<file path="src/rtl/health_exec_ctrl_if.sv">
// Instruction, memory-write, ALU and response signals of the health execution controller.
// The slave modport is the controller; the master modport is the surrounding pipeline.
interface health_exec_ctrl_if #(
  parameter int USER_BITS = 5
);
  logic                 in_valid;
  logic                 in_ready;
  logic                 is_set_height;
  logic                 is_set_weight;
  logic                 is_calc_bmi;
  logic                 is_calc_bmr;
  logic [USER_BITS-1:0] rd;
  logic [31:0]          imm_ext;
  logic [6:0]           funct7;
  logic                 mem_we_height;
  logic                 mem_we_weight;
  logic [USER_BITS-1:0] mem_index;
  logic [31:0]          mem_wdata;
  logic                 alu_start;
  logic                 alu_sel_bmr;
  logic [6:0]           alu_funct7;
  logic                 alu_done;
  logic [31:0]          alu_result;
  logic                 res_valid;
  logic                 res_ready;
  logic [31:0]          res_data;
  logic                 res_err;
  logic                 busy;

  modport slave (
    input  in_valid, is_set_height, is_set_weight, is_calc_bmi, is_calc_bmr,
    input  rd, imm_ext, funct7, alu_done, alu_result, res_ready,
    output in_ready, mem_we_height, mem_we_weight, mem_index, mem_wdata,
    output alu_start, alu_sel_bmr, alu_funct7, res_valid, res_data, res_err, busy
  );

  modport master (
    output in_valid, is_set_height, is_set_weight, is_calc_bmi, is_calc_bmr,
    output rd, imm_ext, funct7, alu_done, alu_result, res_ready,
    input  in_ready, mem_we_height, mem_we_weight, mem_index, mem_wdata,
    input  alu_start, alu_sel_bmr, alu_funct7, res_valid, res_data, res_err, busy
  );
endinterface

</file>
<file path="src/rtl/health_exec_ctrl.sv">
// Executes decoded health instructions: per-user height/weight writes tracked by a scoreboard,
// and BMI/BMR calculations launched on an external ALU with a bounded wait.
module health_exec_ctrl #(
  parameter int USER_BITS   = 5,
  parameter int ALU_TIMEOUT = 64
) (
  input logic               clk,
  input logic               reset,
  health_exec_ctrl_if.slave bus
);
  localparam int NUM_USERS = 2 ** USER_BITS;
  localparam int CNT_W     = $clog2(ALU_TIMEOUT + 1);

  typedef enum logic [2:0] {
    S_IDLE, S_WRITE, S_CHECK, S_LAUNCH, S_WAIT, S_RESP
  } state_t;

  typedef struct packed {
    logic                 set_h;
    logic                 set_w;
    logic                 bmi;
    logic                 bmr;
    logic [USER_BITS-1:0] rd;
    logic [31:0]          imm;
    logic [6:0]           f7;
  } instr_t;

  state_t               state_q, state_d;
  instr_t               ins_q, ins_d;
  logic [CNT_W-1:0]     cnt_q, cnt_d;
  logic [31:0]          res_data_q, res_data_d;
  logic                 res_err_q, res_err_d;
  logic [NUM_USERS-1:0] h_ok_q, h_ok_d;
  logic [NUM_USERS-1:0] w_ok_q, w_ok_d;

  always_ff @(posedge clk or posedge reset) begin
    if (reset) begin
      state_q    <= S_IDLE;
      ins_q      <= '0;
      cnt_q      <= '0;
      res_data_q <= '0;
      res_err_q  <= 1'b0;
      h_ok_q     <= '0;
      w_ok_q     <= '0;
    end else begin
      state_q    <= state_d;
      ins_q      <= ins_d;
      cnt_q      <= cnt_d;
      res_data_q <= res_data_d;
      res_err_q  <= res_err_d;
      h_ok_q     <= h_ok_d;
      w_ok_q     <= w_ok_d;
    end
  end

  always_comb begin
    state_d    = state_q;
    ins_d      = ins_q;
    cnt_d      = cnt_q;
    res_data_d = res_data_q;
    res_err_d  = res_err_q;
    h_ok_d     = h_ok_q;
    w_ok_d     = w_ok_q;
    case (state_q)
      S_IDLE: begin
        if (bus.in_valid) begin
          ins_d = '{set_h: bus.is_set_height, set_w: bus.is_set_weight,
                    bmi: bus.is_calc_bmi, bmr: bus.is_calc_bmr,
                    rd: bus.rd, imm: bus.imm_ext, f7: bus.funct7};
          if (!$onehot({bus.is_set_height, bus.is_set_weight, bus.is_calc_bmi, bus.is_calc_bmr})) begin
            state_d    = S_RESP;
            res_err_d  = 1'b1;
            res_data_d = 32'd1;
          end else if (bus.is_set_height || bus.is_set_weight) begin
            state_d = S_WRITE;
          end else begin
            state_d = S_CHECK;
          end
        end
      end
      S_WRITE: begin
        if (ins_q.set_h) h_ok_d[ins_q.rd] = 1'b1;
        if (ins_q.set_w) w_ok_d[ins_q.rd] = 1'b1;
        state_d = S_IDLE;
      end
      S_CHECK: begin
        if (h_ok_q[ins_q.rd] && w_ok_q[ins_q.rd]) begin
          state_d = S_LAUNCH;
        end else begin
          state_d    = S_RESP;
          res_err_d  = 1'b1;
          res_data_d = 32'd2;
        end
      end
      S_LAUNCH: begin
        cnt_d   = CNT_W'(1);
        state_d = S_WAIT;
      end
      S_WAIT: begin
        // A completion on the last allowed cycle beats the timeout.
        if (bus.alu_done) begin
          state_d    = S_RESP;
          res_err_d  = 1'b0;
          res_data_d = bus.alu_result;
        end else if (cnt_q == CNT_W'(ALU_TIMEOUT)) begin
          state_d    = S_RESP;
          res_err_d  = 1'b1;
          res_data_d = 32'd3;
        end else begin
          cnt_d = cnt_q + CNT_W'(1);
        end
      end
      S_RESP: begin
        if (bus.res_ready) state_d = S_IDLE;
      end
      default: state_d = S_IDLE;
    endcase
  end

  // Data-path outputs come straight from the captured instruction, so they stay
  // stable for the whole operation and fall to zero with reset.
  assign bus.in_ready      = (state_q == S_IDLE);
  assign bus.busy          = (state_q != S_IDLE);
  assign bus.mem_we_height = (state_q == S_WRITE) && ins_q.set_h;
  assign bus.mem_we_weight = (state_q == S_WRITE) && ins_q.set_w;
  assign bus.mem_index     = ins_q.rd;
  assign bus.mem_wdata     = ins_q.imm;
  assign bus.alu_start     = (state_q == S_LAUNCH);
  assign bus.alu_sel_bmr   = ins_q.bmr;
  assign bus.alu_funct7    = ins_q.f7;
  assign bus.res_valid     = (state_q == S_RESP);
  assign bus.res_data      = res_data_q;
  assign bus.res_err       = res_err_q;
endmodule

</file>
<file path="src/flat_wrapper.sv">
// flat-port wrapper written by rule: the top's interface ports become plain ports
module health_exec_ctrl_flat 
#(
  parameter int USER_BITS   = 5,
  parameter int ALU_TIMEOUT = 64
)
  (clk, reset, bus_in_valid, bus_is_set_height, bus_is_set_weight, bus_is_calc_bmi, bus_is_calc_bmr, bus_rd, bus_imm_ext, bus_funct7, bus_alu_done, bus_alu_result, bus_res_ready, bus_in_ready, bus_mem_we_height, bus_mem_we_weight, bus_mem_index, bus_mem_wdata, bus_alu_start, bus_alu_sel_bmr, bus_alu_funct7, bus_res_valid, bus_res_data, bus_res_err, bus_busy);
  health_exec_ctrl_if #(.USER_BITS(USER_BITS)) bus_i ();
  input logic clk;
  input logic reset;
  input wire logic [$bits(bus_i.in_valid)-1:0] bus_in_valid;
  input wire logic [$bits(bus_i.is_set_height)-1:0] bus_is_set_height;
  input wire logic [$bits(bus_i.is_set_weight)-1:0] bus_is_set_weight;
  input wire logic [$bits(bus_i.is_calc_bmi)-1:0] bus_is_calc_bmi;
  input wire logic [$bits(bus_i.is_calc_bmr)-1:0] bus_is_calc_bmr;
  input wire logic [$bits(bus_i.rd)-1:0] bus_rd;
  input wire logic [$bits(bus_i.imm_ext)-1:0] bus_imm_ext;
  input wire logic [$bits(bus_i.funct7)-1:0] bus_funct7;
  input wire logic [$bits(bus_i.alu_done)-1:0] bus_alu_done;
  input wire logic [$bits(bus_i.alu_result)-1:0] bus_alu_result;
  input wire logic [$bits(bus_i.res_ready)-1:0] bus_res_ready;
  output wire logic [$bits(bus_i.in_ready)-1:0] bus_in_ready;
  output wire logic [$bits(bus_i.mem_we_height)-1:0] bus_mem_we_height;
  output wire logic [$bits(bus_i.mem_we_weight)-1:0] bus_mem_we_weight;
  output wire logic [$bits(bus_i.mem_index)-1:0] bus_mem_index;
  output wire logic [$bits(bus_i.mem_wdata)-1:0] bus_mem_wdata;
  output wire logic [$bits(bus_i.alu_start)-1:0] bus_alu_start;
  output wire logic [$bits(bus_i.alu_sel_bmr)-1:0] bus_alu_sel_bmr;
  output wire logic [$bits(bus_i.alu_funct7)-1:0] bus_alu_funct7;
  output wire logic [$bits(bus_i.res_valid)-1:0] bus_res_valid;
  output wire logic [$bits(bus_i.res_data)-1:0] bus_res_data;
  output wire logic [$bits(bus_i.res_err)-1:0] bus_res_err;
  output wire logic [$bits(bus_i.busy)-1:0] bus_busy;
  assign bus_i.in_valid = bus_in_valid;
  assign bus_i.is_set_height = bus_is_set_height;
  assign bus_i.is_set_weight = bus_is_set_weight;
  assign bus_i.is_calc_bmi = bus_is_calc_bmi;
  assign bus_i.is_calc_bmr = bus_is_calc_bmr;
  assign bus_i.rd = bus_rd;
  assign bus_i.imm_ext = bus_imm_ext;
  assign bus_i.funct7 = bus_funct7;
  assign bus_i.alu_done = bus_alu_done;
  assign bus_i.alu_result = bus_alu_result;
  assign bus_i.res_ready = bus_res_ready;
  assign bus_in_ready = bus_i.in_ready;
  assign bus_mem_we_height = bus_i.mem_we_height;
  assign bus_mem_we_weight = bus_i.mem_we_weight;
  assign bus_mem_index = bus_i.mem_index;
  assign bus_mem_wdata = bus_i.mem_wdata;
  assign bus_alu_start = bus_i.alu_start;
  assign bus_alu_sel_bmr = bus_i.alu_sel_bmr;
  assign bus_alu_funct7 = bus_i.alu_funct7;
  assign bus_res_valid = bus_i.res_valid;
  assign bus_res_data = bus_i.res_data;
  assign bus_res_err = bus_i.res_err;
  assign bus_busy = bus_i.busy;
  health_exec_ctrl #(.USER_BITS(USER_BITS), .ALU_TIMEOUT(ALU_TIMEOUT)) u_core (.clk(clk), .reset(reset), .bus(bus_i));
endmodule
</file>
<file path="config.mk">
export PLATFORM = sky130hd
export DESIGN_NAME = health_exec_ctrl_flat
export DESIGN_NICKNAME = d
export VERILOG_FILES = /design/src/rtl/health_exec_ctrl_if.sv /design/src/rtl/health_exec_ctrl.sv /design/src/flat_wrapper.sv
export SDC_FILE = /design/constraint.sdc
export NUM_CORES = 1
export LEC_CHECK = 0
export CAP_MARGIN = 40
export CORE_MARGIN = 2
export CORE_UTILIZATION = 50
export DETAILED_ROUTE_END_ITERATION = 10
export GPL_TIMING_DRIVEN = 0
export PLACE_DENSITY = 0.9
export SYNTH_ARGS = -nofsm -noshare
export SYNTH_HDL_FRONTEND = slang
export SYNTH_SLANG_ARGS = --single-unit
</file>
<file path="constraint.sdc">
create_clock -name clk -period 5.89 [get_ports clk]
set_input_delay 1.178 -clock clk [delete_from_list [all_inputs] [get_ports clk]]
set_output_delay 1.178 -clock clk [all_outputs]
set_load 0.005 [all_outputs]
</file>
Yosys cells after proc, flatten, opt, wreduce, memory -nomap -nowiden

Index checks and enable logic that the tools add are counted.

Bits in registers: 154
Bits of input ports: 85
Output and inout port bits: 84
Word-level logic and storage cells: 78

Add/subtract/negate cells: 4
$lt $le $gt $ge: 2
Eq/ne operators: 14
Multiplexer cells: 29
Bitwise operators: 2
Reductions and logical operators: 15

Operators by type and width:

| kind                                                              | number |
|---|---|
| two-way mux 32 bit                                                | 5 |
| one-hot mux 32 bit (3 select lines)                               | 1 |
| OR 32 bit                                                         | 2 |
| two-way mux 3 bit                                                 | 6 |
| one-hot mux 3 bit (5 select lines)                                | 1 |
| two-way mux 7 bit                                                 | 2 |
| one-hot mux 7 bit (2 select lines)                                | 1 |
| inequality test 2 bit, second input constant                      | 6 |
| binary-select mux 1 bit (select 5 bit)                            | 2 |
| two-way mux 1 bit                                                 | 8 |
| adder 7 x 1 -> 7 bit, second input constant                       | 1 |
| == test 7 bit, second input constant                              | 1 |
| == test 3 x 1 -> 1 bit, second input constant                     | 2 |
| == test 3 x 2 -> 1 bit, second input constant                     | 2 |
| == test 3 bit, second input constant                              | 2 |
| < comparator 5 x 6 -> 1 bit, second input constant                | 1 |
| AND reduction 2 bit                                               | 3 |
| AND reduction 3 bit                                               | 2 |
| nonzero test 3 bit                                                | 2 |
| demux 1 bit (select 5 bit)                                        | 1 |
| greater-or-equal comparator 5 x 1 -> 1 bit, second input constant | 1 |
| AND reduction 5 bit                                               | 1 |
| adder 1 x 1 -> 2 bit                                              | 2 |
| logical AND 1 bit                                                 | 4 |
| 7 further kinds                                                   | 7 |

Longest topological paths before layout

Gate-level depths: netlist of run 1.

Depth after elaboration: 6
Gate-level depth with buffers: 11
Gate-level depth less buffers: 10

Worst setup path before layout of run 1

Ideal clock, no wire load.

Kind: input -> register
Start: input bus_is_set_weight
End: register u_core.res_data_q[29] (netlist: u_core.bus.res_data[29])
Setup time: 0.083 ns
Data arrival time: 3.468 ns
Data required time: 5.807 ns
Path slack: 2.339 ns
Stages on the path: 11
Path buffers: 1
Path through: inv_1 -> ha_1 -> ha_1 -> fa_1 -> or3b_2 -> a21oi_1 -> o22ai_1 -> nand2_1 -> clkbuf_1 -> a22oi_1 -> o21ai_0

Cells in the longest elaborated chain, start to end: 5

Ends and longest elaborated chain:

| what                                       | line                   | source |
|---|---|---|
| start: declaration                         | flat_wrapper.sv:13     | `input wire logic [$bits(bus_i.is_set_weight)-1:0] bus_is_set_weight;` |
| adder 1 x 1 -> 2 bit (not written as such) | health_exec_ctrl.sv:70 | `if (!$onehot({bus.is_set_height, bus.is_set_weight, bus.is_calc_bmi, bus.is_calc_bmr})) begin` |
| adder 3 bit (not written as such)          | health_exec_ctrl.sv:70 |  |
| == test 3 x 1 -> 1 bit                     | health_exec_ctrl.sv:70 |  |
| inequality test 2 bit (no source line)     | -                      |  |
| AND reduction 5 bit (no source line)       | -                      |  |
| end signal: assignment                     | health_exec_ctrl.sv:49 | `res_data_q <= res_data_d;` |
| end: declaration                           | health_exec_ctrl.sv:31 | `logic [31:0] res_data_q, res_data_d;` |

Every way passes these cells.
A chain may end at the register's enable or synchronous reset.

Worst setup path in the final report of run 1

Start: input bus_is_set_weight
End: register u_core.res_data_q[17] (netlist: u_core.bus.res_data[17])

The elaborated chain is that of the path after synthesis.

==> results.md, run 1 <==
- Pwr/cell area: about 520 nW/um2
- FF+latch count, synth: 154
- Most frequent cells in the layout: clkdlybuf4s50_1, dfrtp_1, mux2_2
- Largest net degree at the start of global routing: slightly below 100
- Synth top area cells: dfrtp_1, mux2_2, buf_4
- Fill cell count: slightly above 1k
- Post-synth top area cell: dfrtp_1
- Vias per inst: around 5.6
- Num Clock Sinks: around 150
- Slew HR: roughly 49%
- Combinational cell fraction of total power: between 40% and 50%
- Clk_lat worst skew: between 0.4 and 0.5 ns
- Syn nets: 714
- Core footprint: approximately 14000 um2
- Tmin final: 4.032 ns
- Worst setup SP type: input port
- TritonRoute pass-1 iters: 5
- Die height: 124.8 um
- Nets: 904
- Critical path buffers and inverters: 3
- RSZ-0062 raised after global routing: no
- Layout cell share with drive strength beyond 1: between 20% and 30%
- Maximum fanout along the worst path: 10
- Die width: ~120 um
- Post-synth top area share: 52.83%
- CTS tree: yes
- Post-Route Setup TNS: 0 ns
- Vias in the first global route: about 5.6k
- Max-cap violations: 0
- NetSw: 1.634 mW
- DIE AREA: 15570 um2
- Antenna cells: 0
- Wirelength per Cell: roughly 17 um
- Num rows: between 40 and 50
- Port bufs: around 170
- Leakage: roughly 4.5 nW
- Int Pwr: between 3 and 4 mW
- CP top delay family: buffers and inverters
- R2r setup slk: about 3.4 ns
- Core Util, Final: approximately two thirds
- Layout area overhead: 34.99%
- 1st-iter DRT viols: about 370
- Hpwl dp: between 10 and 15 mm
- Post-CTS Setup Bufs: 0
- Global-route wire length before repair: about 29 mm
- CTS Buffer Depth: 2
- Crit-path most repeated cell: ha_1
- Crit. End Element: flip-flop
- Status: finished, final reports clean
- Final period util: approximately 68%
- Routed WL: between 15 and 20 mm
- Register area share after synthesis: about 53%
- GRT overflow: 0
- Placer Congestion: around 0.95
- Hold Path Class: flip-flop to flip-flop
- Residual DRC count: 0
- Sequential Power Share: around 35%
- Worst EP required: approximately 6.2 ns
- Vias: 5592
- CTS Hold Bufs: 0
- Max Freq: roughly 0.25 GHz
- Mean Syn Cell Area: approximately 12 um2
- CTS resizes: 0
- Max Slew Vio Count: 0
- Clock network fraction of total power: 21.9%
- Ys flop type: dfrtp_1
- Slowest-stage cell, CP: clkdlybuf4s50_1
- Clock root cell: clkbuf_16
- Crit Path Category: input port to flip-flop
- CTS H-tree lvls: 4
- Total placed instance area: 9249 um2
- Hold violation count in the final report: 0
- Most common cell after layout, fill and taps aside: clkdlybuf4s50_1
- Post-route ant nets: 0
- Worst-path cell chain: clkdlybuf4s50_1 > inv_1 > ha_1 > ha_1 > fa_1 > or3b_2 > a21oi_1 > o22ai_1 > nand2_1 > clkbuf_1 > a22oi_1 > o21ai_2
- Skew final: 0.006031 ns
- Initial antenna violation count: 0
- Hold path depth: 1
- Worst Reg-to-Reg Cells: 7
- GRT Util Overall: 23.13%
- Post-synthesis cell count: 622
- TritonCTS buffer count: 17
- Async set-reset flop share out of synthesis: 100.0%
- WP data arrival: 4.38 ns
- Synthesized area: around 7300 um2
- Worst path max stage delay: around 0.5 ns
- EDFF count, synth: 0
- Unique masters post-synth: between 50 and 60
- Clock-pin slew on the worst setup and hold paths: around 0.06 ns
- Final Cell Area: between 9000 and 10000 um2
- Critical path depth in cells: 12
- Initial Util: between 50 and 60%
- Count of final setup violators: 0
- Peak supply drop: ~270 uV
- Ys Warns: 0
- Ports: about 170
- Slew @ Worst Pin: around 0.76 ns
- Switching share of power: 32.08%
through the flow:
stage                     instances  setup WS (ns)  total power, mW  hold WS, ns
after floorplan                 622         0.5622            3.060       0.4224
after global placement          974         -1.418            3.905       0.4326
after detailed placement        977          1.441            3.987       0.4424
after CTS                      1007          1.879            5.118       0.4552
after global routing           1007          1.625            5.383       0.4707
final                          1007          1.858            5.095       0.4523
sequential cells by signal, indices dropped and copies added (netlist names):
register and cells:
u_core.bus.mem_wdata 32, u_core.bus.res_data 32, u_core.h_ok_q 32, u_core.w_ok_q 32, u_core.bus.alu_funct7 7, u_core.cnt_q 7
u_core.bus.mem_index 5, u_core.state_q 3, u_core.ins_q 2, u_core.bus.alu_sel_bmr 1, u_core.bus.res_err 1
kinds of logic after synthesis:
kind of cell / synth area share (%)
AO/OA/AOI/OAI: 17.22
XOR/XNOR: 0.6005
adder cells (fa/ha/maj): 1.304
buffers and inverters: 7.976
flip-flops: 52.83
multiplexers: 11.77
AND/OR/NAND/NOR: 8.302
synth_stat cells (2+ instances only):
master and n:
o21ai_0 7, o21bai_1 25, dfrtp_1 154, and4_1 2, or3b_2 4, ha_1 6, o32ai_1 2, o21ai_2 29
buf_6 6, a221oi_1 2, inv_1 14, o22ai_1 5, xor2_1 3, nand3_1 4, mux2i_1 25, nand2b_1 6
buf_4 45, nand3b_1 4, nand2_1 47, buf_2 12, mux4_2 3, mux2_2 48, nor3_1 12, clkbuf_1 16
nor2b_1 3, xnor2_1 2, nor2_1 29, nor4_1 5, a21o_1 41, a22oi_1 30, a21oi_1 5
worst register-to-register path: stages, from the launching register on:
cell     delay (ns)
dfrtp_1        0.46
buf_4          0.23
nor3b_2        0.64
a32o_1         0.24
nor4_1         0.06
o21ai_1        0.31
o21ai_4        0.16
o311a_1        0.31
final timing paths:
| path | startpoint | to |
|---|---|---|
| setup / recovery | bus_is_set_weight | u_core.bus.res_data[17] |
| hold / removal | u_core.h_ok_q[10] | u_core.h_ok_q[10] |
| setup reg to reg | u_core.bus.mem_index[2] | u_core.bus.res_data[1] |
| hold reg to reg | u_core.h_ok_q[10] | u_core.h_ok_q[10] |
| max in group asynchronous | reset | u_core.w_ok_q[30] |
| min in group asynchronous | reset | u_core.bus.mem_wdata[25] |
layout make-up:
type | instances | area (um2) | share of cell area [%]
flip-flops and latches | 154 | 3854 | 39.14
multi-input cells | 374 | 2859 | 29.03
repair buffers | 171 | 1719 | 17.46
plain buffers | 79 | 525.5 | 5.337
clock buffers | 21 | 450.4 | 4.574
well taps | 184 | 230.2 | 2.338
clock inverters | 9 | 147.6 | 1.499
inverters | 15 | 61.31 | 0.6226
power groups by stage:
stage / Clock (mW) / Combinational (mW) / Sequential (mW)
after floorplan: 0 / 1.36 / 1.70
after global placement: 0 / 2.17 / 1.74
after detailed placement: 0 / 2.22 / 1.77
after CTS: 1.13 / 2.23 / 1.76
after global routing: 1.18 / 2.39 / 1.82
final: 1.12 / 2.22 / 1.76
routing by layer:
metal  global-route usage (%)  wire length, um  part of all wire [%]  vias up
met4                    8.724              486                   2.8        0
li1                         -                -                     -     2558
met3                    5.026              985                   5.6       42
met5                        0                0                     0        -
met2                    38.54             8801                    50      188
met1                    29.74             7229                    41     2804
No activity file was read; power rests on OpenSTA's default activity.
==> run 2: changes to the inputs <==
==> constraint.sdc (replaced) <==
create_clock -name clk -period 3.95 [get_ports clk]
set_input_delay 0.79 -clock clk [delete_from_list [all_inputs] [get_ports clk]]
set_output_delay 0.79 -clock clk [all_outputs]
set_load 0.005 [all_outputs]
==> run 2 against run 1 <==
  * Clock skew about the same
  * Non-clock buffer count rose by 3
  * Sequential power up 49%
  * Global-route usage is 0.099 points lower
  * Highest routed layer unchanged
  * Cell count up 0.50%
  * Routed wire length shrank 0.79%
  * Total power up 47%
  * Combinational power is 49% higher
  * Critical endpoint is now u_core.bus.res_data[14]
  * Sequential cell count did not move
  * Clock power rose by 38%
==> results.md, run 2 (synthesis gave the netlist of run 1 again) <==
- Slew HR: 49.62% (+0.72 points)
- Placed Cells: 980 (+0.31%)
- CTS Hold Bufs: 0 (unchanged)
- Global-route wire length before repair: 28.84 mm (about the same)
- Nets: 907 (+0.33%)
- Worst EP required: 4.29 ns (-1.95 ns)
- CTS tree: yes
- CTS resizes: 0 (unchanged)
- Core footprint: 14370 um2 (unchanged)
- Clock network fraction of total power: 20.7% (-1.2 points)
- Finished Layout Cells: 1012 (+0.50%)
- Final Cell Area: 9871 um2 (+0.24%)
- CTS Buffer Depth: 2 (unchanged)
- Clock root cell: clkbuf_16
- Hold_sp: u_core.h_ok_q[10]
- Max Freq: approximately 0.27 GHz
- TritonCTS buffer count: 17 (unchanged)
- Crit Reg-Reg Endpoint: u_core.state_q[1]
- Num rows: 44 (unchanged)
- Crit Path Category: input port to flip-flop
- Initial Util: 50.77% (unchanged)
- Total placed instance area: 9300 um2 (+0.55%)
- Worst Reg-to-Reg Cells: 9 (+2)
- DIE AREA: 15570 um2 (unchanged)
- Switching share of power: 32.41% (+0.34 points)
- Routed WL: 17.37 mm (-0.79%)
- Ports: 169 (unchanged)
- Leakage: 4.539 nW (+0.18%)
- GRT overflow: 0 (unchanged)
- TritonRoute pass-1 iters: 6 (+1)
- Skew final: 0.006364 ns (+0.0003326 ns)
- Tmin final: ~3.7 ns
- Layout cell share with drive strength beyond 1: 22.95% (+0.35 points)
- Fill cell count: 1031 (+0.98%)
- Peak supply drop: 409.8 uV (+53%)
- CTS H-tree lvls: 4 (unchanged)
- Initial antenna violation count: 0 (unchanged)
- Hold path depth: 1 (unchanged)
- Reg-to-reg startpoint: u_core.bus.mem_index[1]
- Hold WS: 0.4525 ns (+0.0002450 ns)
- Sequential Power Share: 35.1% (+0.6 points)
- Die width: 124.8 um (unchanged)
- Max-cap violations: 0 (unchanged)
- Pwr/cell area: 757.5 nW/um2 (+46%)
- Antenna cells: 0 (unchanged)
- Wirelength per Cell: 17.16 um (-1.3%)
- Num Clock Sinks: 154 (unchanged)
- Post-route ant nets: 0 (unchanged)
- Max Slew Vio Count: 0 (unchanged)
- Largest net degree at the start of global routing: 41 (-58%)
- Clk_lat worst skew: 0.41 ns (-0.02 ns)
- WHS Endpoint: u_core.h_ok_q[10]
- Most common cell after layout, fill and taps aside: clkdlybuf4s50_1
- Final period util: between 90% and 100%
- Vias: 5489 (-1.8%)
- Hold Path Class: flip-flop to flip-flop
- Port bufs: 168 (unchanged)
- WP data arrival: 4.01 ns (-0.37 ns)
- Residual DRC count: 0 (unchanged)
- Slew @ Worst Pin: 0.7500 ns (-0.01076 ns)
- Crit. End Element: flip-flop
- Post-CTS Setup Bufs: 0 (unchanged)
- Most frequent cells in the layout: clkdlybuf4s50_1, dfrtp_1, mux2_2
- GRT Util Overall: 23.03% (-0.099 points)
- Count of final setup violators: 0 (unchanged)
- Clock-pin slew on the worst setup and hold paths: 0.06 ns (about the same)
- Placer Congestion: 0.9723 (+1.9%)
- NetSw: 2.424 mW (+48%)
- Vias in the first global route: 5675 (+0.60%)
- Status: finished, final reports clean
- Int Pwr: 5.054 mW (+46%)
- Die height: 124.8 um (unchanged)
- 1st-iter DRT viols: 422 (+15%)
- Post-Route Setup TNS: 0 ns (unchanged)
- Hpwl dp: 12.84 mm (+1.1%)
- Combinational cell fraction of total power: 44.2% (+0.7 points)
- Layout area overhead: 35.32%
- Vias per inst: 5.424 (-2.3%)
- R2r setup slk: 1.39 ns (-1.98 ns)
- RSZ-0062 raised after global routing: no
- Maximum fanout along the worst path: 10 (unchanged)
- Worst setup SP type: input port
- Hold violation count in the final report: 0 (unchanged)
- Total power: 7.477 mW (+47%)
-- run 2: cell types whose count changed in the layout (fill, tap and decap cells not counted) --
cell,delta
clkbuf_8,+4
bufinv_16,-3
clkinvlp_4,+1
buf_16,-1
clkinv_2,-1
clkinv_4,+1
clkbuf_1,+1
buf_12,+4
inv_6,-1
-- run 2: final cells by class --
cell class	instances	area (um2)	share of cell area (%)
Sequential cell	154	3854	39.04
Multi-Input combinational cell	374	2859	28.96
Timing Repair Buffer	174	1772	17.95
Buffer	79	525.5	5.324
Clock buffer	26	509.2	5.159
Tap cell	184	230.2	2.332
Clock inverter	6	61.31	0.6211
Inverter	15	60.06	0.6084
-- run 2: worst max-delay path by stage --
stage	start	to	slack, ns	depth (start not counted)
2_1_floorplan	bus_is_set_weight	u_core.bus.res_data[29]	0.79	11
3_3_place_gp	reset	u_core.bus.mem_wdata[4]	-0.07	2
3_5_place_dp	bus_is_set_weight	u_core.bus.res_data[25]	-0.12	12
4_1_cts	bus_is_set_weight	u_core.bus.res_data[25]	0.29	12
5_1_grt	bus_is_set_weight	u_core.bus.res_data[19]	0.06	12
6_report	bus_is_set_weight	u_core.bus.res_data[14]	0.28	12
-- run 2: metal layers --
metal | up-vias | global-route usage [%] | wire length, um
li1 | 2570 | - | -
met1 | 2706 | 29.26 | 7224
met2 | 181 | 39.47 | 8875
met3 | 32 | 5.455 | 983
met4 | 0 | 6.477 | 282
met5 | - | 0 | 0
-- run 2: stage by stage --
| stage | utilization (%) | setup WS [ns] |
|---|---|---|
| final | 68.70 | 0.2804 |
| after global routing | 68.70 | 0.06455 |
| after CTS | 68.70 | 0.2851 |
| after detailed placement | 64.72 | -0.1196 |
| after global placement | 64.10 | -0.06928 |
| after floorplan | - | 0.7872 |
-- run 2: power by group through the flow --
stage / Clock, mW / Sequential, mW / Combinational [mW]
2_1_floorplan: 0 / 2.54 / 2.03
3_3_place_gp: 0 / 2.60 / 3.22
3_5_place_dp: 0 / 2.63 / 3.31
4_1_cts: 1.58 / 2.62 / 3.32
5_1_grt: 1.65 / 2.70 / 3.56
6_report: 1.55 / 2.62 / 3.30
-- run 2: worst max-delay path, cell delays in order --
cell	delay, ns
clkdlybuf4s50_1	0.51
inv_1	0.06
ha_1	0.29
ha_1	0.19
fa_1	0.44
or3b_2	0.51
a21oi_1	0.17
o22ai_1	0.14
nand2_1	0.23
clkbuf_1	0.39
a22oi_1	0.19
o21ai_2	0.09
